## src/rtl/clock5_pkg.sv

```systemverilog
// ---------------------------------------------------------------------------
// clock5_pkg
//   Shared definitions for the CLOCK5 timer subsystem: duration width,
//   reset value of phase durations, the system tick rate and the state
//   encoding of the phase sequencer.
// ---------------------------------------------------------------------------
package clock5_pkg;

  // Width of a duration in seconds; matches the timer's secondsToCount.
  localparam int SEC_W = 16;

  // Power-up duration of every phase table entry.
  localparam int DEFAULT_SEC = 5;

  // System clock rate: one CLK period is one 100 us tick.
  localparam int CLK_HZ = 10_000;

  typedef enum logic [2:0] {
    ST_IDLE,
    ST_LOAD,
    ST_ARM,
    ST_WAIT_ACK,
    ST_RUN,
    ST_NEXT,
    ST_ERROR
  } seq_state_e;

endpackage

```

## src/rtl/timer_phase_sequencer_phase_table.sv

```systemverilog
// ---------------------------------------------------------------------------
// phase_table
//   NUM_PHASES x SEC_W register file holding the duration of each phase.
//   Single write port, combinational read port.
// Ports
//   CLK    in   1      system clock, rising edge
//   reset  in   1      asynchronous, active-high; loads DEFAULT_SEC everywhere
//   we     in   1      write strobe
//   waddr  in   PH_W   entry to write
//   wdata  in   SEC_W  value to write
//   raddr  in   PH_W   entry to read
//   rdata  out  SEC_W  contents of entry raddr (combinational)
// ---------------------------------------------------------------------------
module phase_table
  import clock5_pkg::*;
#(
  parameter  int NUM_PHASES  = 4,
  parameter  int SEC_W       = clock5_pkg::SEC_W,
  parameter  int DEFAULT_SEC = clock5_pkg::DEFAULT_SEC,
  localparam int PH_W        = (NUM_PHASES > 1) ? $clog2(NUM_PHASES) : 1
) (
  input  logic             CLK,
  input  logic             reset,
  input  logic             we,
  input  logic [PH_W-1:0]  waddr,
  input  logic [SEC_W-1:0] wdata,
  input  logic [PH_W-1:0]  raddr,
  output logic [SEC_W-1:0] rdata
);

  logic [SEC_W-1:0] entries [NUM_PHASES];

  // NOTE: the table must come out of reset holding DEFAULT_SEC, so it is
  // built from resettable flops instead of being left to infer a RAM.
  always_ff @(posedge CLK or posedge reset) begin
    if (reset) begin
      for (int i = 0; i < NUM_PHASES; i++) begin
        entries[i] <= SEC_W'(DEFAULT_SEC);
      end
    end else if (we) begin
      entries[waddr] <= wdata;
    end
  end

  assign rdata = entries[raddr];

endmodule

```

## src/rtl/timer_phase_sequencer.sv

```systemverilog
// ---------------------------------------------------------------------------
// timer_phase_sequencer
//   Initiator side of the seconds-timer interface. Steps through a
//   programmable table of phase durations: for each phase it presents the
//   duration on secondsToCount, pulses timer_start, waits for the timer to
//   acknowledge (finished falls) and then to expire (finished rises).
//   Zero-length phases are skipped without involving the timer.
// Ports
//   CLK             in   1      10 kHz system clock, rising edge
//   reset           in   1      asynchronous, active-high
//   go              in   1      start a sequence at phase 0 (IDLE only)
//   abort           in   1      return to IDLE from any state, clears error
//   loop_en         in   1      restart at phase 0 after the last phase
//   cfg_we          in   1      table write strobe (IDLE only)
//   cfg_addr        in   PH_W   table entry to write
//   cfg_data        in   SEC_W  duration in seconds
//   finished        in   1      timer status: 1 idle/expired, 0 counting
//   secondsToCount  out  SEC_W  duration presented to the timer
//   timer_start     out  1      one-cycle start request
//   phase           out  PH_W   current phase index
//   busy            out  1      sequence in progress (not IDLE, not ERROR)
//   phase_done      out  1      one-cycle pulse per completed/skipped phase
//   seq_done        out  1      one-cycle pulse at end of a non-looping run
//   error           out  1      sticky: timer never acknowledged a start
// ---------------------------------------------------------------------------
module timer_phase_sequencer
  import clock5_pkg::*;
#(
  parameter  int SEC_W       = clock5_pkg::SEC_W,
  parameter  int NUM_PHASES  = 4,
  parameter  int ACK_TIMEOUT = 8,
  parameter  int DEFAULT_SEC = clock5_pkg::DEFAULT_SEC,
  localparam int PH_W        = (NUM_PHASES > 1) ? $clog2(NUM_PHASES) : 1
) (
  input  logic             CLK,
  input  logic             reset,
  input  logic             go,
  input  logic             abort,
  input  logic             loop_en,
  input  logic             cfg_we,
  input  logic [PH_W-1:0]  cfg_addr,
  input  logic [SEC_W-1:0] cfg_data,
  input  logic             finished,
  output logic [SEC_W-1:0] secondsToCount,
  output logic             timer_start,
  output logic [PH_W-1:0]  phase,
  output logic             busy,
  output logic             phase_done,
  output logic             seq_done,
  output logic             error
);

  localparam int ACK_W = $clog2(ACK_TIMEOUT + 1);

  seq_state_e       state;
  seq_state_e       next_state;
  logic [ACK_W-1:0] ack_cnt;
  logic [SEC_W-1:0] entry;
  logic             table_we;
  logic             last_phase;
  logic             ack_last;

  // Next-cycle values of the registered outputs.
  logic busy_d;
  logic timer_start_d;
  logic phase_done_d;
  logic seq_done_d;
  logic error_d;

  // abort outranks cfg_we, so a write is dropped in the cycle abort is seen.
  assign table_we   = (state == ST_IDLE) && cfg_we && !abort;
  assign last_phase = (phase == PH_W'(NUM_PHASES - 1));
  // The counter reaches ACK_TIMEOUT on the same edge that enters ERROR,
  // i.e. ERROR follows exactly ACK_TIMEOUT cycles spent in WAIT_ACK.
  assign ack_last   = (ack_cnt == ACK_W'(ACK_TIMEOUT - 1));

  phase_table #(
    .NUM_PHASES  (NUM_PHASES),
    .SEC_W       (SEC_W),
    .DEFAULT_SEC (DEFAULT_SEC)
  ) u_phase_table (
    .CLK   (CLK),
    .reset (reset),
    .we    (table_we),
    .waddr (cfg_addr),
    .wdata (cfg_data),
    .raddr (phase),
    .rdata (entry)
  );

  // -------------------------------------------------------------------------
  // State register
  // -------------------------------------------------------------------------
  // NOTE: every clocked block uses non-blocking assignments so all flops
  // sample pre-edge values regardless of block evaluation order.
  always_ff @(posedge CLK or posedge reset) begin
    if (reset) begin
      state <= ST_IDLE;
    end else begin
      state <= next_state;
    end
  end

  // -------------------------------------------------------------------------
  // Next-state logic
  // -------------------------------------------------------------------------
  // NOTE: next_state takes a default before any branch so no path leaves it
  // unassigned, which would otherwise infer a latch.
  always_comb begin
    next_state = state;
    if (abort) begin
      next_state = ST_IDLE;
    end else begin
      unique case (state)
        ST_IDLE:     if (go) next_state = ST_LOAD;
        ST_LOAD:     next_state = (entry == '0) ? ST_NEXT : ST_ARM;
        ST_ARM:      next_state = ST_WAIT_ACK;
        ST_WAIT_ACK: begin
          if (!finished)     next_state = ST_RUN;
          else if (ack_last) next_state = ST_ERROR;
        end
        ST_RUN:      if (finished) next_state = ST_NEXT;
        ST_NEXT:     next_state = (last_phase && !loop_en) ? ST_IDLE : ST_LOAD;
        ST_ERROR:    next_state = ST_ERROR;
        default:     next_state = ST_IDLE;
      endcase
    end
  end

  // -------------------------------------------------------------------------
  // Output logic: decoded from the state being entered, then registered so
  // each output is a clean flop that lines up with its state.
  // -------------------------------------------------------------------------
  always_comb begin
    busy_d        = (next_state != ST_IDLE) && (next_state != ST_ERROR);
    timer_start_d = (next_state == ST_ARM);
    phase_done_d  = (next_state == ST_NEXT);
    // NEXT -> IDLE without abort is only the natural end of a run.
    seq_done_d    = (state == ST_NEXT) && (next_state == ST_IDLE) && !abort;
    error_d       = (next_state == ST_ERROR);
  end

  always_ff @(posedge CLK or posedge reset) begin
    if (reset) begin
      busy        <= 1'b0;
      timer_start <= 1'b0;
      phase_done  <= 1'b0;
      seq_done    <= 1'b0;
      error       <= 1'b0;
    end else begin
      busy        <= busy_d;
      timer_start <= timer_start_d;
      phase_done  <= phase_done_d;
      seq_done    <= seq_done_d;
      error       <= error_d;
    end
  end

  // -------------------------------------------------------------------------
  // Datapath: phase index, presented duration, acknowledge counter
  // -------------------------------------------------------------------------
  always_ff @(posedge CLK or posedge reset) begin
    if (reset) begin
      phase          <= '0;
      secondsToCount <= '0;
      ack_cnt        <= '0;
    end else begin
      // Every entry into LOAD picks the phase to run: advance from a
      // non-last NEXT, otherwise (go from IDLE, or loop wrap) start at 0.
      // A finished non-looping run leaves phase at the last index.
      if (next_state == ST_LOAD) begin
        phase <= (state == ST_NEXT && !last_phase) ? phase + PH_W'(1) : '0;
      end

      // Loaded on leaving LOAD, so the duration is already valid during
      // ARM when the timer sees the start request.
      if (state == ST_LOAD && !abort) begin
        secondsToCount <= entry;
      end

      if (state == ST_ARM) begin
        ack_cnt <= '0;
      end else if (state == ST_WAIT_ACK && finished &&
                   ack_cnt != ACK_W'(ACK_TIMEOUT)) begin
        ack_cnt <= ack_cnt + ACK_W'(1);
      end
    end
  end

endmodule

```

## config.mk

```make
export PLATFORM = sky130hd
export DESIGN_NAME = timer_phase_sequencer
export DESIGN_NICKNAME = d
export VERILOG_FILES = /design/src/rtl/clock5_pkg.sv /design/src/rtl/timer_phase_sequencer_phase_table.sv /design/src/rtl/timer_phase_sequencer.sv
export SDC_FILE = /design/constraint.sdc
export NUM_CORES = 1
export LEC_CHECK = 0
export BUFFER_PORTS_ARGS = -buffer_cell sky130_fd_sc_hd__buf_2
export CORE_AREA = 2 2 101 103
export DETAILED_ROUTE_END_ITERATION = 10
export DIE_AREA = 0 0 103 105
export PLACE_DENSITY_LB_ADDON = 0.2
export SLEW_MARGIN = 0
export SYNTH_ARGS = -nofsm -noshare
export SYNTH_HDL_FRONTEND = slang
export SYNTH_HIERARCHICAL = 1
export SYNTH_SLANG_ARGS = --single-unit
```

## constraint.sdc

```tcl
create_clock -name CLK -period 7.01 [get_ports CLK]
set_input_delay 1.402 -clock CLK [delete_from_list [all_inputs] [get_ports CLK]]
set_output_delay 1.402 -clock CLK [all_outputs]
set_load 0.03 [all_outputs]
```

# After elaboration in Yosys (flattened, before gate mapping)
# Index checks and enable logic that the tools add are counted.
dict set report word_totals {
  input_bits 25
  elab_cells 70
  register_bits 94
}
dict set report classes {
  n_eq_ne 14
  add_sub_neg 2
  bitwise_logic 2
  muxes 17
  reduce_logical 19
  order_cmp 3
}
# op count
set ops {}
lappend ops {{bitwise mux 64 bit} 1}
lappend ops {{2-to-1 mux 16 bit} 3}
lappend ops {{binary-select mux 16 bit (select 2 bit)} 1}
lappend ops {{demux 16 bit (select 2 bit)} 1}
lappend ops {{one-hot mux 3 bit (7 select lines)} 1}
lappend ops {{2-to-1 mux 3 bit} 6}
lappend ops {{logical NOT 16 bit} 1}
lappend ops {{== test 3 bit, second input constant} 5}
lappend ops {{logical AND 1 bit} 11}
lappend ops {{== test 3 x 2 -> 1 bit, second input constant} 3}
lappend ops {{2-to-1 mux 4 bit} 2}
lappend ops {{== test 3 x 1 -> 1 bit, second input constant} 2}
lappend ops {{>= comparator 3 bit, second input constant} 2}
lappend ops {{logical NOT 3 bit} 2}
lappend ops {{NOT 2 -> 3 bit} 2}
lappend ops {{adder 4 x 1 -> 4 bit, second input constant} 1}
lappend ops {{== test 4 x 3 -> 1 bit, second input constant} 1}
lappend ops {{inequality test 4 bit, second input constant} 1}
lappend ops {{logical NOT 1 bit} 3}
lappend ops {{less-than comparator 3 x 1 -> 1 bit, second input constant} 1}
lappend ops {{inequality test 3 bit, second input constant} 1}
lappend ops {{nonzero test 3 bit} 1}
lappend ops {{adder 2 x 1 -> 2 bit, second input constant} 1}
lappend ops {{== test 2 bit, second input constant} 1}
lappend ops {{3 further kinds} 3}

# Logic depth before layout (Yosys ltp)
# Gate-level depths: netlist (run 1).
dict set report logic_depth {
  word_depth 11
  ltp_mapped 8
  mapped_depth_nobuf 6
}

# Cells and area by module
# The synthesis (run 1) kept the hierarchy.
# module cells_per_inst area_per_inst_um2 seq_area_each_um2 instances
set by_module_without_submodules {}
lappend by_module_without_submodules {phase_table 157 2807.7 1611.5 1}
lappend by_module_without_submodules {timer_phase_sequencer 114 1445.1 750.7 1}

# Worst setup path after synthesis (run 1)
# No wires, ideal clock.
dict set report synth_path {
  kind {input -> register}
  startpoint {input abort}
  endpoint {register u_phase_table/entries[49] (netlist bit)}
  path_slack_ns 4.267
  arrival_time_ns 2.619
  path_stages 5
  n_path_buf 1
  path_cell_list {nor2_1 -> and3_1 -> nor3b_4 -> buf_6 -> mux2_2}
}
dict set report synth_via {
  elab_chain_len 2
}
# item line
set synth_rtl {}
lappend synth_rtl {{start: declaration} timer_phase_sequencer.sv:38} ;# input logic abort,
lappend synth_rtl {{logical NOT 1 bit} timer_phase_sequencer.sv:71} ;# assign table_we = (state == ST_IDLE) && cfg_we && !abort;
lappend synth_rtl {{logical AND 1 bit} timer_phase_sequencer.sv:71}
lappend synth_rtl {{via table_we} timer_phase_sequencer.sv:59} ;# logic table_we;
lappend synth_rtl {{end signal: indexed assignment} timer_phase_sequencer_phase_table.sv:38} ;# entries[i] <= SEC_W'(DEFAULT_SEC);
lappend synth_rtl {{end signal: indexed assignment} timer_phase_sequencer_phase_table.sv:41} ;# entries[waddr] <= wdata;
lappend synth_rtl {{end: declaration} timer_phase_sequencer_phase_table.sv:31} ;# logic [SEC_W-1:0] entries [NUM_PHASES];
# The timed path passes the listed nets, and every way through them passes these cells.
# A chain may end at the register's enable or synchronous reset.

# Worst setup path in the final report (run 1)
dict set report layout_path {
  startpoint {register phase[0]}
  endpoint {output phase[0]}
}
# item line
set layout_lines {}
lappend layout_lines {{start: declaration} timer_phase_sequencer.sv:46} ;# output logic [PH_W-1:0] phase,
lappend layout_lines {{start signal: assignment} timer_phase_sequencer.sv:172} ;# phase <= (state == ST_NEXT && !last_phase) ? phase + PH_W'(1) : '0;
# No word-level cell between the ends.

==> flow_metrics.env, run 1 <==
export IMPL_synth_cells=271
export IMPL_yosys_warnings=6
export IMPL_worstPathArrival_ns=1.79
export IMPL_critPathSlowestCell="dfrtp_1"
export IMPL_swShare_pct=30.4
export IMPL_die_w_um=103
export IMPL_critical_path_buf_inv_count=1
export IMPL_grt_max_degree=65
export IMPL_relSlewSlack_pct=26.4
export IMPL_p_int_mw=1.14
export IMPL_r2r_cells=6
export IMPL_drv_cap=0
export IMPL_synth_ff_type="dfrtp_1"
export IMPL_clock_sinks=94
export IMPL_gp_congestion=0.809
export IMPL_clock_path_buffers=2
export IMPL_combPwrFrac_pct=28.9
export IMPL_synth_area_top_cells="dfrtp_1 (51%), mux2_2 (19%), mux4_2 (8.5%), dfstp_2 (4.9%), mux2_4 (3.5%)"
export IMPL_place_ws_ns=3.67
export IMPL_cts_hold_buf=0
export IMPL_hp_class="reg -> reg"
export IMPL_fin_nets=348
export IMPL_seqPwrFrac_pct=50.6
export IMPL_coreArea_um2=9640
export IMPL_cp_data_required_time_ns=5.61
export IMPL_rows=36
export IMPL_io_buffers=47
export IMPL_max_freq_mhz=313
export IMPL_power_leakage_nw=2.13
export IMPL_fin_tns_setup_ns=0
export IMPL_diodes=0
export IMPL_syn_nets=299
export IMPL_drive_gt1_share_pct=55.4
export IMPL_start_util_pct=44.1
export IMPL_cp_num_cells=1
export IMPL_grt_usage_pct=15.7
export IMPL_fin_area_um2=4770
export IMPL_rsz0062_at_grt="false"
export IMPL_cp_top_family="flip-flops"
export IMPL_worstSetupPathType="reg -> out"
export IMPL_cts_setup_buffers=0
export IMPL_timing_critical_path_from_type="flop"
export IMPL_setup_violations_final=0
export IMPL_synth_top_area_share_pct=50.6
export IMPL_avgSynthCellArea_um2=15.7
export IMPL_die_height_um=105
export IMPL_htreeDepth=3
export IMPL_ir_worst_vdd_uv=109
export IMPL_cts_root_buf="clkbuf_8"
export IMPL_clock_latency_ns=0.35
export IMPL_layout_cells_non_filler=458
export IMPL_post_route_util_pct=49.5
export IMPL_cts_buffers=9
export IMPL_drt_antenna_violating_nets=0
export IMPL_fin_crit_sh_pct=45.6
export IMPL_synth_seq_area_share_pct=55.5
export IMPL_grt_pass1_vias=2552
export IMPL_worst_slack_ns=3.82
export IMPL_io_pins=48
export IMPL_cts_resized=0
export IMPL_end_kind="primary output"
export IMPL_synth_area_leader_cell="dfrtp_1"
export IMPL_wl_per_cell_um=17.0
export IMPL_finalPower_mw=1.64
export IMPL_worst_path_max_fanout=20
export IMPL_drt_total_wl_um=7770
export IMPL_critPathMaxStageDelay_ns=1.08
export IMPL_tightest_slew_ns=1.10
export IMPL_power_switching_mw=0.500
export IMPL_drt_pass1_iterations=4
export IMPL_synth_common_cells="dfrtp_1 (86), mux2_2 (70), mux4_2 (16), mux2_4 (10), dfstp_2 (8)"
export IMPL_syn2layout_area_growth_pct=12.1
export IMPL_synth_edf_count=0
export IMPL_power_density_nw_per_um2=344
export IMPL_grt_ovfl_total=0
export IMPL_power_share_clock_pct=20.5
export IMPL_vias_per_cell=5.23
export IMPL_dp_cells=442
export IMPL_grt_pass1_wl_um=12900
export IMPL_finalHoldViolations=0
export IMPL_die_area_um2=10800
export IMPL_cp_cell_sequence="buf_2"
export IMPL_path_clk_slew_ns=0.09
export IMPL_hold_depth=1
export IMPL_finClkSkew_ns=0.0114
export IMPL_ys_ff_latch=94
export IMPL_yosysMostFrequentCell="dfrtp_1"
export IMPL_post_synth_num_cell_types=46
export IMPL_async_flop_share_pct=100
export IMPL_timing_hold_ws_ns=0.505
export IMPL_drtIter0Drc=59
export IMPL_placed_area_um2=4580
export IMPL_slew_violations=0
export IMPL_min_period_ns=3.19
export IMPL_drc_errors=0
export IMPL_status="finished, final reports clean"
export IMPL_dpl_hpwl_um=5370
export IMPL_syn_area_um2=4250
export IMPL_vias=2396
export IMPL_antenna_found_initial=0
export IMPL_cts_tree="built"
==> sequential cells by signal, indices dropped and copies added, names as in the netlist <==
| name | count |
|---|---|
| ack_cnt | 4 |
| phase_done | 1 |
| u_phase_table/entries | 64 |
| state | 3 |
| busy | 1 |
| phase | 2 |
| seq_done | 1 |
| secondsToCount | 16 |
| timer_start | 1 |
| error | 1 |
==> layout by cell type (no fill, tap or decap), drive strengths merged, types with 2 or more instances in the layout <==
cell,instances
nor2,8
nor4,6
nand3b,5
mux4,16
nand3,3
dfrtp,86
buf,49
nand2,5
ha,3
nor3,4
dfstp,8
a21oi,6
inv,7
clkbuf,14
mux2,82
xor2,2
nand2b,2
==> metal layers <==
layer  up-vias  wire, µm  part of all wire, %  GRT usage [%]
met1      1232      3710                   48           21.7
met2        48      3640                   47           24.1
met4         0       174                  2.2           7.24
li1       1104         -                    -              -
met5         -         0                    0              0
met3        12       240                  3.1           2.47
==> cells by family (layout without fill, tap and decap cells) <==
| family | Yosys count | after routing | synth area share [%] |
|---|---|---|---|
| adder cells (fa/ha/maj) | 3 | 3 | 0.883 |
| flip-flops | 94 | 94 | 55.5 |
| multiplexers | 98 | 98 | 31.1 |
| buffers and inverters | 18 | 72 | 2.74 |
| AO/OA/AOI/OAI | 12 | 12 | 1.85 |
| XOR/XNOR | 3 | 3 | 0.618 |
| AND/OR/NAND/NOR | 43 | 43 | 7.30 |
==> worst paths after layout <==
path	start	endpoint	slack, ns
max in group asynchronous	reset	u_phase_table/entries[37]	5.18
min in group asynchronous	reset	secondsToCount[9]	1.13
min reg2reg	u_phase_table/entries[33]	u_phase_table/entries[33]	0.50
max reg2reg	phase[0]	busy	3.85
min	u_phase_table/entries[33]	u_phase_table/entries[33]	0.50
max	phase[0]	phase[0]	3.82
==> final cells by class <==
cell class | instances | area, µm²
timing repair buffer | 49 | 250
fill | 850 | 4870
clock inverter | 2 | 16.3
inverter | 7 | 26.3
tap | 133 | 166
sequential | 94 | 2360
clock buffer | 14 | 173
multi-input combinational | 159 | 1770
==> power groups by stage <==
stage                     Combinational [mW]  Sequential [mW]  Clock [mW]
final                                  0.474            0.831       0.337
after global routing                   0.509            0.856       0.367
after CTS                              0.480            0.833       0.351
after detailed placement               0.480            0.843           0
after global placement                 0.471            0.837           0
after floorplan                        0.279            0.908           0
No activity file was read; power rests on OpenSTA's default activity.
==> run 2, diff against run 1 <==
- clock period: 7.01 -> 2.7 ns (I/O delays scaled with it)
==> run 2 against run 1 <==
Clock power rose to 2.9 times the previous value; first-iteration DRC count rose by 56%; via count rose by 1.7%; worst hold slack got worse by 0.24 ns; sequential share of layout area fell by 1.1 points; register-to-register slack got worse by 3.7 ns; combinational power rose to 2.6 times the previous value; clock skew fell by 0.0031 ns; core utilization rose by 1.1 points; cell count rose by 2.2%; count of clock-buffer cells in the layout fell by 2; sequential power rose to 2.6 times the previous value; critical endpoint is now busy; largest power group unchanged.
==> flow_metrics.env, run 2 (synthesized netlist as in run 1, its figures left out) <==
export IMPL_grt_usage_pct=17.0
export IMPL_wl_per_cell_um=18.3
export IMPL_vias=2436
export IMPL_ir_worst_vdd_uv=265
export IMPL_clock_latency_ns=0.36
export IMPL_grt_max_degree=32
export IMPL_top_register="u_phase_table/entries"
export IMPL_fin_crit_sh_pct=93.1
export IMPL_worst_slack_ns=0.187
export IMPL_grt_pass1_wl_um=13800
export IMPL_drc_errors=0
export IMPL_rsz0062_at_grt="false"
export IMPL_critPathMostFrequentCell="nor3_2"
export IMPL_fin_tns_setup_ns=0
export IMPL_diodes=0
export IMPL_cp_data_required_time_ns=2.99
export IMPL_relSlewSlack_pct=54.8
export IMPL_io_pins=48
export IMPL_cts_hold_buf=0
export IMPL_cts_tree="built"
export IMPL_cts_buffers=9
export IMPL_grt_pass1_vias=2519
export IMPL_die_height_um=105
export IMPL_dp_cells=452
export IMPL_cts_setup_buffers=0
export IMPL_cp_top_family="simple AND/OR/NAND/NOR gates"
export IMPL_dpl_hpwl_um=6030
export IMPL_clock_path_buffers=2
export IMPL_syn2layout_area_growth_pct=14.7
export IMPL_min_period_ns=2.51
export IMPL_drtIter0Drc=92
export IMPL_cp_num_cells=7
export IMPL_multi_input_area_um2=1770
export IMPL_power_leakage_nw=2.19
export IMPL_drive_gt1_share_pct=57.3
export IMPL_reg2reg_from="phase[0]"
export IMPL_cp_endpoint="busy"
export IMPL_drt_total_wl_um=8570
export IMPL_seqCellArea_um2=2360
export IMPL_drt_pass1_iterations=4
export IMPL_worst_path_max_fanout=17
export IMPL_cts_root_buf="clkbuf_8"
export IMPL_power_density_nw_per_um2=906
export IMPL_rows=36
export IMPL_worstPathArrival_ns=2.80
export IMPL_slew_violations=0
export IMPL_fin_nets=358
export IMPL_path_clk_slew_ns=0.09
export IMPL_io_buffers=47
export IMPL_r2r_cells=7
export IMPL_die_area_um2=10800
export IMPL_start_util_pct=44.1
export IMPL_status="finished, final reports clean"
export IMPL_nFillCells=873
export IMPL_worstSetupPathType="reg -> reg"
export IMPL_antenna_found_initial=0
export IMPL_largest_register_ffs=64
export IMPL_tightest_slew_ns=0.678
export IMPL_r2r_setup_slack_ns=0.19
export IMPL_final_common_cell="dfrtp_1"
export IMPL_layout_cells_non_filler=468
export IMPL_end_kind="flop"
export IMPL_mostFrequentLayoutCells="dfrtp_1 (85), mux2_2 (70), buf_2 (47)"
export IMPL_timing_critical_path_from_type="flop"
export IMPL_r2r_end="busy"
export IMPL_cts_resized=0
export IMPL_finalHoldViolations=0
export IMPL_clock_sinks=94
export IMPL_finalPower_mw=4.42
export IMPL_hp_class="in -> async"
export IMPL_vias_per_cell=5.21
export IMPL_drt_antenna_violating_nets=0
export IMPL_coreArea_um2=9640
export IMPL_critPathSlowestCell="dfrtp_2"
export IMPL_critical_path_buf_inv_count=1
export IMPL_max_freq_mhz=398
export IMPL_top_regs="u_phase_table/entries x64, secondsToCount x16, ack_cnt x4"
export IMPL_setup_violations_final=0
export IMPL_htreeDepth=3
export IMPL_cp_cell_sequence="mux4_2 -> nor4_1 -> and4_1 -> a2bb2oi_1 -> buf_4 -> nor3_2 -> nor3_2"
export IMPL_gp_congestion=0.817
export IMPL_place_ws_ns=0.106
export IMPL_cp_startpoint="phase[0]"
export IMPL_grt_ovfl_total=0
export IMPL_die_w_um=103
export IMPL_critPathMaxStageDelay_ns=0.70
export IMPL_drv_cap=0
export IMPL_finClkSkew_ns=0.00837
-- run 2: cell count changes in the layout (fill, tap and decap cells not counted) --
cell / delta
dfrtp_2: +1
bufinv_16: +1
buf_4: +9
dfrtp_1: -1
clkbuf_1: -1
clkbuf_8: -1
buf_12: +1
inv_6: +1
-- run 2: stage by stage --
step                      cell area [µm²]  hold slack, ns  util, %
final                                4880           0.260     50.6
after CTS                            4880           0.257     50.6
after detailed placement             4670           0.493     48.4
after global routing                 4880           0.286     50.6
after global placement               4670           0.483     48.4
after floorplan                      4250           0.474        -
-- run 2: report_power, final --
part,leakage [nW],switching (mW),total (mW),internal [mW]
Combinational,0.934,0.586,1.23,0.648
Clock,0.103,0.495,0.980,0.484
Sequential,1.15,0.290,2.20,1.91
-- run 2: layer usage --
| metal | track usage (%) | routed length [µm] |
|---|---|---|
| met1 | 24.6 | 4160 |
| met2 | 25.0 | 3940 |
| met3 | 3.95 | 292 |
| met4 | 6.39 | 171 |
| met5 | 0 | 0 |
-- run 2: worst min-delay path by stage --
stage | slack (ns) | from | end
2_1_floorplan | 0.47 | u_phase_table/entries[33] | u_phase_table/entries[33]
6_report | 0.26 | reset | secondsToCount[13]
3_3_place_gp | 0.48 | u_phase_table/entries[13] | u_phase_table/entries[13]
3_5_place_dp | 0.49 | u_phase_table/entries[29] | u_phase_table/entries[29]
5_1_grt | 0.29 | reset | phase[1]
4_1_cts | 0.26 | reset | secondsToCount[11]
-- run 2: tightest hold or removal path: stages --
cell	delay (ns)
buf_2	0.11
inv_1	0.05
buf_4	0.34
-- run 2: layout make-up --
class	count	share of cell area (%)
Multi-Input combinational cell	159	36.4
Sequential cell	94	48.4
Timing Repair Buffer	59	6.92
Inverter	7	0.539
Clock inverter	4	1.13
Clock buffer	12	3.18
Tap cell	133	3.41
==> run 3, diff against run 2 <==
- PLACE_DENSITY: default -> 0.7
- PLACE_DENSITY_LB_ADDON: 0.2 -> default
==> run 3 against run 2 <==
Fmax increased by 0.47%; clock skew fell by 0.0023 ns; global-route usage up 0.39 points; worst hold slack worse by 0.081 ns; non-clock buffer count decreased by 2; clock power grew 14%; count of clock-buffer cells in the layout is 2 lower; core utilization rose by 0.19 points; setup slack improved by 0.012 ns; total power up 3.7%; critical endpoint unchanged; highest routed layer unchanged.
==> flow_metrics.env, run 3 (synthesized netlist as in run 1, its figures left out) <==
export IMPL_ir_worst_vdd_uv=329
export IMPL_diodes=0
export IMPL_path_clk_slew_ns=0.09
export IMPL_relSlewSlack_pct=61.8
export IMPL_dpl_hpwl_um=6030
export IMPL_critPathMostFrequentCell="nor3_2"
export IMPL_io_buffers=47
export IMPL_drt_total_wl_um=8520
export IMPL_io_pins=48
export IMPL_status="finished, final reports clean"
export IMPL_fin_nets=356
export IMPL_end_kind="flop"
export IMPL_critPathSlowestCell="mux4_2"
export IMPL_cp_cell_sequence="mux4_2 -> nor4_1 -> and4_1 -> a2bb2oi_1 -> buf_4 -> nor3_2 -> nor3_2"
export IMPL_multi_input_area_um2=1770
export IMPL_wl_per_cell_um=18.3
export IMPL_htreeDepth=3
export IMPL_antenna_found_initial=0
export IMPL_placed_area_um2=4650
export IMPL_timing_critical_path_from_type="flop"
export IMPL_mostFrequentLayoutCells="dfrtp_1 (85), mux2_2 (70), buf_2 (47)"
export IMPL_fin_crit_sh_pct=92.6
export IMPL_cts_buffers=9
export IMPL_critical_path_buf_inv_count=1
export IMPL_cts_hold_buf=0
export IMPL_tightest_slew_ns=0.570
export IMPL_drtIter0Drc=150
export IMPL_gp_congestion=0.815
export IMPL_clock_path_buffers=2
export IMPL_dp_cells=450
export IMPL_die_height_um=105
export IMPL_critPathMaxStageDelay_ns=0.59
export IMPL_grt_usage_pct=17.4
export IMPL_drt_pass1_iterations=4
export IMPL_slew_violations=0
export IMPL_grt_pass1_wl_um=14200
export IMPL_top_regs="u_phase_table/entries x64, secondsToCount x16, ack_cnt x4"
export IMPL_syn2layout_area_growth_pct=15.2
export IMPL_worst_path_max_fanout=7
export IMPL_final_common_cell="dfrtp_1"
export IMPL_finalPower_mw=4.58
export IMPL_seqCellArea_um2=2360
export IMPL_rows=36
export IMPL_start_util_pct=44.1
export IMPL_grt_pass1_vias=2667
export IMPL_power_density_nw_per_um2=935
export IMPL_fin_area_um2=4900
export IMPL_drt_antenna_violating_nets=0
export IMPL_max_freq_mhz=400
export IMPL_nFillCells=832
export IMPL_grt_max_degree=45
export IMPL_cts_setup_buffers=0
export IMPL_cts_resized=0
export IMPL_vias_per_cell=5.34
export IMPL_finClkSkew_ns=0.00609
export IMPL_finalHoldViolations=0
export IMPL_drv_cap=0
export IMPL_worstPathArrival_ns=2.79
export IMPL_min_period_ns=2.50
export IMPL_worstSetupPathType="reg -> reg"
export IMPL_layout_cells_non_filler=466
export IMPL_setup_violations_final=0
export IMPL_coreArea_um2=9640
export IMPL_grt_ovfl_total=0
export IMPL_cts_tree="built"
export IMPL_drc_errors=0
export IMPL_cts_root_buf="clkbuf_8"
export IMPL_clock_sinks=94
export IMPL_drive_gt1_share_pct=57.1
export IMPL_rsz0062_at_grt="false"
export IMPL_clock_latency_ns=0.36
export IMPL_hp_class="in -> async"
export IMPL_power_leakage_nw=2.20
export IMPL_cp_top_family="simple AND/OR/NAND/NOR gates"
export IMPL_fin_tns_setup_ns=0
export IMPL_die_area_um2=10800
export IMPL_die_w_um=103
export IMPL_largest_register_ffs=64
export IMPL_top_register="u_phase_table/entries"
export IMPL_vias=2487
export IMPL_cp_data_required_time_ns=2.99
[run 3: changes by cell type in the layout (fill, tap and decap cells not counted)]
cell / delta
bufinv_16: +2
clkinvlp_4: -1
inv_6: +1
buf_4: -2
clkbuf_8: -2
[run 3: layout make-up]
class                   count  area share (%)
flip-flops and latches     94            48.3
multi-input cells         159            36.2
repair buffers             57            6.59
well taps                 133            3.40
clock buffers              10            2.61
clock inverters             6            2.38
inverters                   7           0.537
[run 3: path summary, 6_finish.rpt]
kind	from	endpoint	slack (ns)	depth (start not counted)
worst min register to register	u_phase_table/entries[6]	u_phase_table/entries[6]	0.51	1
worst max-delay path	phase[1]	busy	0.20	7
worst min-delay path	reset	u_phase_table/entries[42]	0.18	2
worst max register to register	phase[1]	busy	0.20	7
max in group asynchronous	reset	u_phase_table/entries[16]	1.88	3
min in group CLK	cfg_data[2]	u_phase_table/entries[2]	0.44	2
[run 3: worst reg2reg max path, delay by kind of cell (launching register included)]
| family | cells | cell delay (ns) |
|---|---|---|
| AND/OR/NAND/NOR | 4 | 0.91 |
| multiplexers | 1 | 0.59 |
| flip-flops | 1 | 0.56 |
| AO/OA/AOI/OAI | 1 | 0.21 |
| buffers and inverters | 1 | 0.15 |
[run 3: layer usage]
metal  routed length (µm)  vias up  GRT usage, %
li1                     -     1122             -
met1                 4070     1300          25.4
met2                 3970       51          25.7
met3                  278       14          2.94
met4                  196        0          7.33
met5                    0        -             0
[run 3: where the power goes]
part / leakage, nW / internal (mW) / switching [mW] / total, mW
Clock: 0.121 / 0.624 / 0.500 / 1.12
Combinational: 0.927 / 0.647 / 0.593 / 1.24
Sequential: 1.15 / 1.91 / 0.301 / 2.22
[run 3: through the flow]
stage               hold WS (ns)  util, %  setup WS (ns)
floorplan                  0.474        -         0.0846
global placement           0.483     48.3          0.294
detailed placement         0.492     48.3          0.210
CTS                        0.184     50.8          0.122
global route               0.208     50.8         0.0161
finish                     0.178     50.8          0.199
